===== src/rtl/write_ptr_full_if.sv =====
// -----------------------------------------------------------------------------
// write_ptr_full_if
// Bundles the write-side pointer signals of an asynchronous FIFO.
//   Winc         producer write request
//   RD_PTR_GRAY  Gray read pointer arriving from the read clock domain
//   write_addr   binary memory write address
//   W_EN         memory write strobe
//   WR_PTR_GRAY  Gray write pointer for the read-domain synchronizer
//   FULL_flag    full indication
//   WLEVEL       write-domain fill level
//   OVERFLOW     sticky write-while-full error
//   ALMOST_FULL  almost-full indication (only when WPTR_AFULL_EN is defined)
// Modports: master = producer / read-domain side, slave = write_ptr_full.
// The ADDR_W parameter must match the ADDR_W of the attached write_ptr_full.
// -----------------------------------------------------------------------------
interface write_ptr_full_if #(
  parameter int ADDR_W = 4
);
  logic              Winc;
  logic [ADDR_W:0]   RD_PTR_GRAY;
  logic [ADDR_W-1:0] write_addr;
  logic              W_EN;
  logic [ADDR_W:0]   WR_PTR_GRAY;
  logic              FULL_flag;
  logic [ADDR_W:0]   WLEVEL;
  logic              OVERFLOW;
`ifdef WPTR_AFULL_EN
  logic              ALMOST_FULL;

  modport master (
    output Winc, RD_PTR_GRAY,
    input  write_addr, W_EN, WR_PTR_GRAY, FULL_flag, WLEVEL, OVERFLOW, ALMOST_FULL
  );
  modport slave (
    input  Winc, RD_PTR_GRAY,
    output write_addr, W_EN, WR_PTR_GRAY, FULL_flag, WLEVEL, OVERFLOW, ALMOST_FULL
  );
`else
  modport master (
    output Winc, RD_PTR_GRAY,
    input  write_addr, W_EN, WR_PTR_GRAY, FULL_flag, WLEVEL, OVERFLOW
  );
  modport slave (
    input  Winc, RD_PTR_GRAY,
    output write_addr, W_EN, WR_PTR_GRAY, FULL_flag, WLEVEL, OVERFLOW
  );
`endif
endinterface


===== src/rtl/write_ptr_full.sv =====
// -----------------------------------------------------------------------------
// write_ptr_full
// Write-domain pointer and full-flag logic of an asynchronous FIFO.
// Ports:
//   W_CLK  write-domain clock, all state on its rising edge
//   RST    synchronous active-high reset
//   bus    write_ptr_full_if.slave (Winc, RD_PTR_GRAY in; write_addr, W_EN,
//          WR_PTR_GRAY, FULL_flag, WLEVEL, OVERFLOW [, ALMOST_FULL] out)
// Parameters: ADDR_W (depth 2^ADDR_W), SYNC_STAGES (2..3), AFULL_TH.
// Optional feature: define WPTR_AFULL_EN to build the ALMOST_FULL output.
// -----------------------------------------------------------------------------
module write_ptr_full #(
  parameter int ADDR_W      = 4,
  parameter int SYNC_STAGES = 2,
  parameter int AFULL_TH    = 2
) (
  input logic              W_CLK,
  input logic              RST,
  write_ptr_full_if.slave  bus
);

  localparam int PW    = ADDR_W + 1;
  localparam int DEPTH = 1 << ADDR_W;

  // Gray pattern of a pointer exactly DEPTH ahead: two MSBs inverted.
  localparam logic [PW-1:0] FULL_MASK_C = PW'(3) << (PW - 2);

  function automatic logic [PW-1:0] bin2gray(input logic [PW-1:0] b);
    return b ^ (b >> 1);
  endfunction

  function automatic logic [PW-1:0] gray2bin(input logic [PW-1:0] g);
    logic [PW-1:0] b;
    b = g;
    for (int i = PW - 2; i >= 0; i--) begin
      b[i] = b[i+1] ^ g[i];
    end
    return b;
  endfunction

  logic [PW-1:0] wbin_r;
  logic [PW-1:0] wgray_r;
  logic [PW-1:0] level_r;
  logic          full_r;
  logic          ovf_r;
  logic [PW-1:0] rq_sync_r [SYNC_STAGES];

  logic          inc_s;
  logic [PW-1:0] wbin_next_s;
  logic [PW-1:0] wgray_next_s;
  logic [PW-1:0] rbin_sync_s;
  logic [PW-1:0] level_next_s;
  logic          full_next_s;

  assign inc_s = bus.Winc & ~full_r;

  // Next-state pointer, level and full computation.
  always_comb begin
    wbin_next_s = wbin_r;
    if (inc_s) begin
      wbin_next_s = wbin_r + PW'(1);
    end else begin
      wbin_next_s = wbin_r;
    end
    wgray_next_s = bin2gray(wbin_next_s);
    rbin_sync_s  = gray2bin(rq_sync_r[SYNC_STAGES-1]);
    level_next_s = wbin_next_s - rbin_sync_s;
    full_next_s  = (wgray_next_s == (rq_sync_r[SYNC_STAGES-1] ^ FULL_MASK_C));
  end

  // Read-pointer synchronizer chain; the only sampler of RD_PTR_GRAY.
  always_ff @(posedge W_CLK) begin
    if (RST) begin
      for (int i = 0; i < SYNC_STAGES; i++) begin
        rq_sync_r[i] <= {PW{1'b0}};
      end
    end else begin
      rq_sync_r[0] <= bus.RD_PTR_GRAY;
      for (int i = 1; i < SYNC_STAGES; i++) begin
        rq_sync_r[i] <= rq_sync_r[i-1];
      end
    end
  end

  // Write pointer, level, full and sticky overflow registers.
  always_ff @(posedge W_CLK) begin
    if (RST) begin
      wbin_r  <= {PW{1'b0}};
      wgray_r <= {PW{1'b0}};
      level_r <= {PW{1'b0}};
      full_r  <= 1'b0;
      ovf_r   <= 1'b0;
    end else begin
      wbin_r  <= wbin_next_s;
      wgray_r <= wgray_next_s;
      level_r <= level_next_s;
      full_r  <= full_next_s;
      ovf_r   <= ovf_r | (bus.Winc & full_r);
    end
  end

`ifdef WPTR_AFULL_EN
  localparam logic [PW-1:0] AFULL_LVL_C = PW'(DEPTH - AFULL_TH);
  logic afull_r;

  // Almost-full register, timed like FULL_flag.
  always_ff @(posedge W_CLK) begin
    if (RST) begin
      afull_r <= 1'b0;
    end else begin
      afull_r <= (level_next_s >= AFULL_LVL_C);
    end
  end

  assign bus.ALMOST_FULL = afull_r;
`endif

  assign bus.write_addr  = wbin_r[ADDR_W-1:0];
  assign bus.WR_PTR_GRAY = wgray_r;
  assign bus.FULL_flag   = full_r;
  assign bus.WLEVEL      = level_r;
  assign bus.OVERFLOW    = ovf_r;
  // Strobe is combinational so the memory write lands on the same edge.
  assign bus.W_EN        = bus.Winc & ~full_r & ~RST;

endmodule


===== src/flat_wrapper.sv =====
// flat-port wrapper written by rule: the top's interface ports become plain ports
module write_ptr_full_flat 
#(
  parameter int ADDR_W      = 4,
  parameter int SYNC_STAGES = 2,
  parameter int AFULL_TH    = 2
)
  (W_CLK, RST, bus_Winc, bus_RD_PTR_GRAY, bus_write_addr, bus_W_EN, bus_WR_PTR_GRAY, bus_FULL_flag, bus_WLEVEL, bus_OVERFLOW);
  write_ptr_full_if #(.ADDR_W(ADDR_W)) bus_i ();
  input logic W_CLK;
  input logic RST;
  input wire logic [$bits(bus_i.Winc)-1:0] bus_Winc;
  input wire logic [$bits(bus_i.RD_PTR_GRAY)-1:0] bus_RD_PTR_GRAY;
  output wire logic [$bits(bus_i.write_addr)-1:0] bus_write_addr;
  output wire logic [$bits(bus_i.W_EN)-1:0] bus_W_EN;
  output wire logic [$bits(bus_i.WR_PTR_GRAY)-1:0] bus_WR_PTR_GRAY;
  output wire logic [$bits(bus_i.FULL_flag)-1:0] bus_FULL_flag;
  output wire logic [$bits(bus_i.WLEVEL)-1:0] bus_WLEVEL;
  output wire logic [$bits(bus_i.OVERFLOW)-1:0] bus_OVERFLOW;
  assign bus_i.Winc = bus_Winc;
  assign bus_i.RD_PTR_GRAY = bus_RD_PTR_GRAY;
  assign bus_write_addr = bus_i.write_addr;
  assign bus_W_EN = bus_i.W_EN;
  assign bus_WR_PTR_GRAY = bus_i.WR_PTR_GRAY;
  assign bus_FULL_flag = bus_i.FULL_flag;
  assign bus_WLEVEL = bus_i.WLEVEL;
  assign bus_OVERFLOW = bus_i.OVERFLOW;
  write_ptr_full #(.ADDR_W(ADDR_W), .SYNC_STAGES(SYNC_STAGES), .AFULL_TH(AFULL_TH)) u_core (.W_CLK(W_CLK), .RST(RST), .bus(bus_i));
endmodule

===== config.mk =====
export PLATFORM = sky130hd
export DESIGN_NAME = write_ptr_full_flat
export DESIGN_NICKNAME = d
export VERILOG_FILES = /design/src/rtl/write_ptr_full_if.sv /design/src/rtl/write_ptr_full.sv /design/src/flat_wrapper.sv
export SDC_FILE = /design/constraint.sdc
export NUM_CORES = 1
export LEC_CHECK = 0
export BUFFER_PORTS_ARGS = -buffer_cell sky130_fd_sc_hd__buf_4
export CORE_MARGIN = 1.5
export CORE_UTILIZATION = 44
export CTS_CLUSTER_SIZE = 30
export DETAILED_ROUTE_END_ITERATION = 10
export HOLD_SLACK_MARGIN = 0.12
export PLACE_DENSITY = 0.66
export RECOVER_POWER = 100
export SYNTH_ARGS = -nofsm -noshare
export SYNTH_HDL_FRONTEND = slang
export SYNTH_SLANG_ARGS = --single-unit

===== constraint.sdc =====
create_clock -name W_CLK -period 2.9 [get_ports W_CLK]
set_clock_uncertainty 0.1 [all_clocks]
set_input_delay 0.58 -clock W_CLK [delete_from_list [all_inputs] [get_ports W_CLK]]
set_output_delay 0.58 -clock W_CLK [all_outputs]
set_load 0.03 [all_outputs]

==> results.txt <==
In this run the cell area of the synthesized design comes to 0.001269 mm². The CTS clock-pin slew for the worst setup and hold paths came out at 0.12 ns. The data arrival time of the critical path is 2.73 ns.

Hold is met by 0.3497 ns. Power spread over the standard cell area amounts to 536.7 mW/mm². The post-CTS setup-driven buffer insertion count came out at 0.

The net count of the finished layout is 173. The max-cap violation count came out at 0. Headroom to the max-slew limit came out at 0.2672.

The destination of the worst hold path is u_core.rq_sync_r[0][6]. The count of nets left with antenna violations once routing finished came out at 0. The number of design-rule violations left by the first detailed-router iteration came out at 30. The capturing point of the worst reg2reg path is u_core.bus.WLEVEL[3]. The fill cell instance count of the final layout came out at 275. The clock latency reported for the late side of the worst-skew pair came out at 0.32 ns. The placed wire-length estimate is 1682 µm. The clock network fraction of design power is 0.201. The via total after detailed routing came out at 928. The run finished with clean final reports. The number of non-filler instances in the completed layout is 188. The via count of the first global-routing pass is 886.

Prior to clock tree synthesis, the placed netlist has a worst setup slack of 0.2970 ns. Setup repair after global routing left no endpoint under its margin. The overall die width is 56.70 µm.

The startpoint identified for the worst register-to-register timing path is u_core.wbin_r[0]. The maximum buffer depth of the clock tree is 2. The H-tree depth came out at 1. For this run, the top clock speed supported by timing is 376.7 MHz.

For this configuration, the core starts out at a cell density of 0.4641. Using the TritonRoute via totals, the vias-per-cell ratio works out to 4.936. Adding up every negative setup slack in the final design gives 0 ns. The worst register-to-register path has a depth of 9. The initial antenna violation count came to 0. After global routing the overflow that remains totals 0. The per-cell routed wire length is 12.01 µm. The maximum number of pins on one net before global-route repair came out at 28. The final hold violation count came out at 0. The pin slew with the least headroom to its limit came out at 1.099 ns. The number of placed instances, taps included, is 185.

In the routed design, unresolved DRC markers number 0. The largest driver fanout on the critical path came out at 9. Setup slack closes at 0.2453 ns.

The critical path is of the reg -> reg type. The count of hold-fix buffers inserted at cts is 0. The floorplan step defined a die boundary enclosing 0.003214 mm². TritonCTS created 3 clock buffers. Summed over all nets, the switching power comes to 243.5 µW.

The final estimated routing congestion in global placement is 0.7989. The switching share of power came out at 0.3235. The floorplan step set the die height to 56.70 µm. The kind of path behind the tightest hold check is reg -> reg.

A synthesized cell averages 9.329 µm². The share of total power dissipated in sequential elements is 0.533. The global-route wire length before repair is 3788 µm. TritonCTS built the clock tree. The startpoint of the lowest-slack hold path is u_core.rq_sync_r[0][1]. The placeable core area came out at 0.002734 mm².

The worst setup path is captured at a flop. Setup violations remaining at the end of the flow were counted as 0. After technology mapping, the gate count stands at 136.

Internal power comes to 509.3 µW. The setup slack of the most critical reg-to-reg path is 0.25 ns. The number of clock sinks is 26. Of the total power, combinational logic draws 0.267. The synthesized netlist contains 34 unique library cells. STA classifies the critical path startpoint as a flop. The sequential share of the synthesized area is 0.4103. The period utilization is 0.9154. The total global-route track usage came out at 0.1512. The register bit total from synthesis came out at 26. The number of pins exceeding their max-slew limit in the final report came to 0.

The number of gates resized after CTS is 0. The total nets after synthesis is 150. The clock period minus worst slack came out at 2.655 ns. The number of primary I/O pins came out at 25. Counting instances, the worst hold path has a depth of 1. The post-synthesis to final-layout area growth came out at 10.55%. Input and output buffers added on the ports amount to 24. The analysis attributes to cell leakage a power of 0.5859 nW. The total wire length after detailed routing is 2257 µm.

The share of post-route cells with drive strength above 1 came out at 0.07643. The count of warnings emitted by yosys is 0. Across the VDD grid, the largest voltage drop is 0.3555 mV.

The number of inserted diodes is 0. At the worst endpoint, the required time is 2.97 ns. The pre-antenna-repair detailed-routing pass consisted of 4 iterations. Clock tree synthesis selected as its root buffer the cell sky130_fd_sc_hd__clkbuf_4. The count of standard-cell rows is 19.
[how the worst max path moves through the flow]
stage	startpoint	endpoint	slack, ns	depth (start not counted)
CTS	u_core.wbin_r[0]	u_core.bus.WLEVEL[3]	0.25	9
global placement	u_core.wbin_r[0]	u_core.bus.WLEVEL[3]	0.31	9
global route	u_core.wbin_r[0]	u_core.bus.WLEVEL[3]	0.09	9
floorplan	u_core.wbin_r[1]	u_core.bus.WLEVEL[3]	0.45	9
detailed placement	u_core.wbin_r[0]	u_core.bus.WLEVEL[3]	0.30	9
finish	u_core.wbin_r[0]	u_core.bus.WLEVEL[3]	0.25	9
[sequential cells by signal, summed over array words and instances (netlist names)]
signal	count
u_core.bus.FULL_flag	1
u_core.rq_sync_r	10
u_core.bus.WLEVEL	5
u_core.bus.WR_PTR_GRAY	4
u_core.bus.OVERFLOW	1
u_core.wbin_r	5
[synth_stat cells (all sizes together)]
cell	n	area (µm²)
a21oi	6	30.03
ha	5	62.56
nand2	5	18.77
mux2i	2	23.77
xor2	7	61.31
nor4b	1	8.760
nor4	2	18.77
buf	4	28.78
clkbuf	3	11.26
and4b	1	10.01
o22a	1	8.760
fa	1	20.02
a21boi	1	7.510
o21ai	3	15.01
xnor2	17	148.9
or4	1	11.26
nand3	2	10.01
dfxtp	26	520.5
a31oi	1	6.260
inv	7	26.28
a21o	2	15.01
nor2	20	75.07
nand2b	1	6.260
nor3b	1	7.510
nor2b	12	82.58
nand3b	2	15.01
nand4b	1	8.760
o211a	1	10.01
[per-layer routing]
layer,wire (µm),track usage,up-vias
met5,0,0,-
met4,51,0.07823,0
met3,91,0.02074,6
met2,1069,0.2591,21
met1,1045,0.1819,420
li1,-,-,481
[power groups by stage]
| stage | logic [mW] | registers (mW) | clock network, mW |
|---|---|---|---|
| 2_1_floorplan | 0.120 | 0.449 | 0 |
| 3_3_place_gp | 0.219 | 0.410 | 0 |
| 4_1_cts | 0.224 | 0.402 | 0.157 |
| 6_report | 0.201 | 0.401 | 0.151 |
| 5_1_grt | 0.219 | 0.404 | 0.169 |
| 3_5_place_dp | 0.223 | 0.410 | 0 |
[per-stage QoR]
stage / utilization / power, mW / area (µm²)
CTS: 0.5405 / 0.7832 / 1478
detailed placement: 0.5323 / 0.6326 / 1455
global placement: 0.5323 / 0.6286 / 1455
global route: 0.5130 / 0.7920 / 1403
finish: 0.5130 / 0.7528 / 1403
floorplan: - / 0.5695 / 1269
[cell families after synthesis]
logic type,count (synthesis),synth area share
adder cells (fa/ha/maj),6,0.06509
XOR/XNOR,24,0.1657
AO/OA/AOI/OAI,15,0.07298
flip-flops,26,0.4103
buffers and inverters,14,0.05227
AND/OR/NAND/NOR,49,0.2150
multiplexers,2,0.01874
[layout by cell type, fill, tap and decap left out, types with 2 or more instances in the layout]
cell type,instances
sky130_fd_sc_hd__a21oi_1,6
sky130_fd_sc_hd__inv_1,7
sky130_fd_sc_hd__nand2_1,5
sky130_fd_sc_hd__nand3_1,2
sky130_fd_sc_hd__clkbuf_1,19
sky130_fd_sc_hd__nor2b_1,11
sky130_fd_sc_hd__nand3b_1,2
sky130_fd_sc_hd__ha_1,5
sky130_fd_sc_hd__xor2_1,7
sky130_fd_sc_hd__dfxtp_1,26
sky130_fd_sc_hd__a21o_1,2
sky130_fd_sc_hd__buf_4,6
sky130_fd_sc_hd__clkbuf_4,3
sky130_fd_sc_hd__nor2_1,20
sky130_fd_sc_hd__o21ai_0,3
sky130_fd_sc_hd__xnor2_1,17
[worst max-delay path: stages, from the launching register on]
cell                       delay (ns)
sky130_fd_sc_hd__dfxtp_1         0.56
sky130_fd_sc_hd__ha_1            0.32
sky130_fd_sc_hd__nand3b_1        0.11
sky130_fd_sc_hd__a21boi_0        0.47
sky130_fd_sc_hd__inv_1           0.09
sky130_fd_sc_hd__ha_1            0.31
sky130_fd_sc_hd__a21o_1          0.16
sky130_fd_sc_hd__a21oi_1         0.16
sky130_fd_sc_hd__xor2_1          0.18
sky130_fd_sc_hd__nor2_1          0.05
[final cells by class]
| class | instances | area, µm² | area share |
|---|---|---|---|
| Sequential cell | 26 | 520.5 | 0.3711 |
| Timing Repair Buffer | 25 | 116.4 | 0.08296 |
| Inverter | 7 | 26.28 | 0.01873 |
| Tap cell | 31 | 38.79 | 0.02765 |
| Clock buffer | 3 | 22.52 | 0.01606 |
| Multi-Input combinational cell | 96 | 678.2 | 0.4835 |
(Power assumes the default switching activity.)
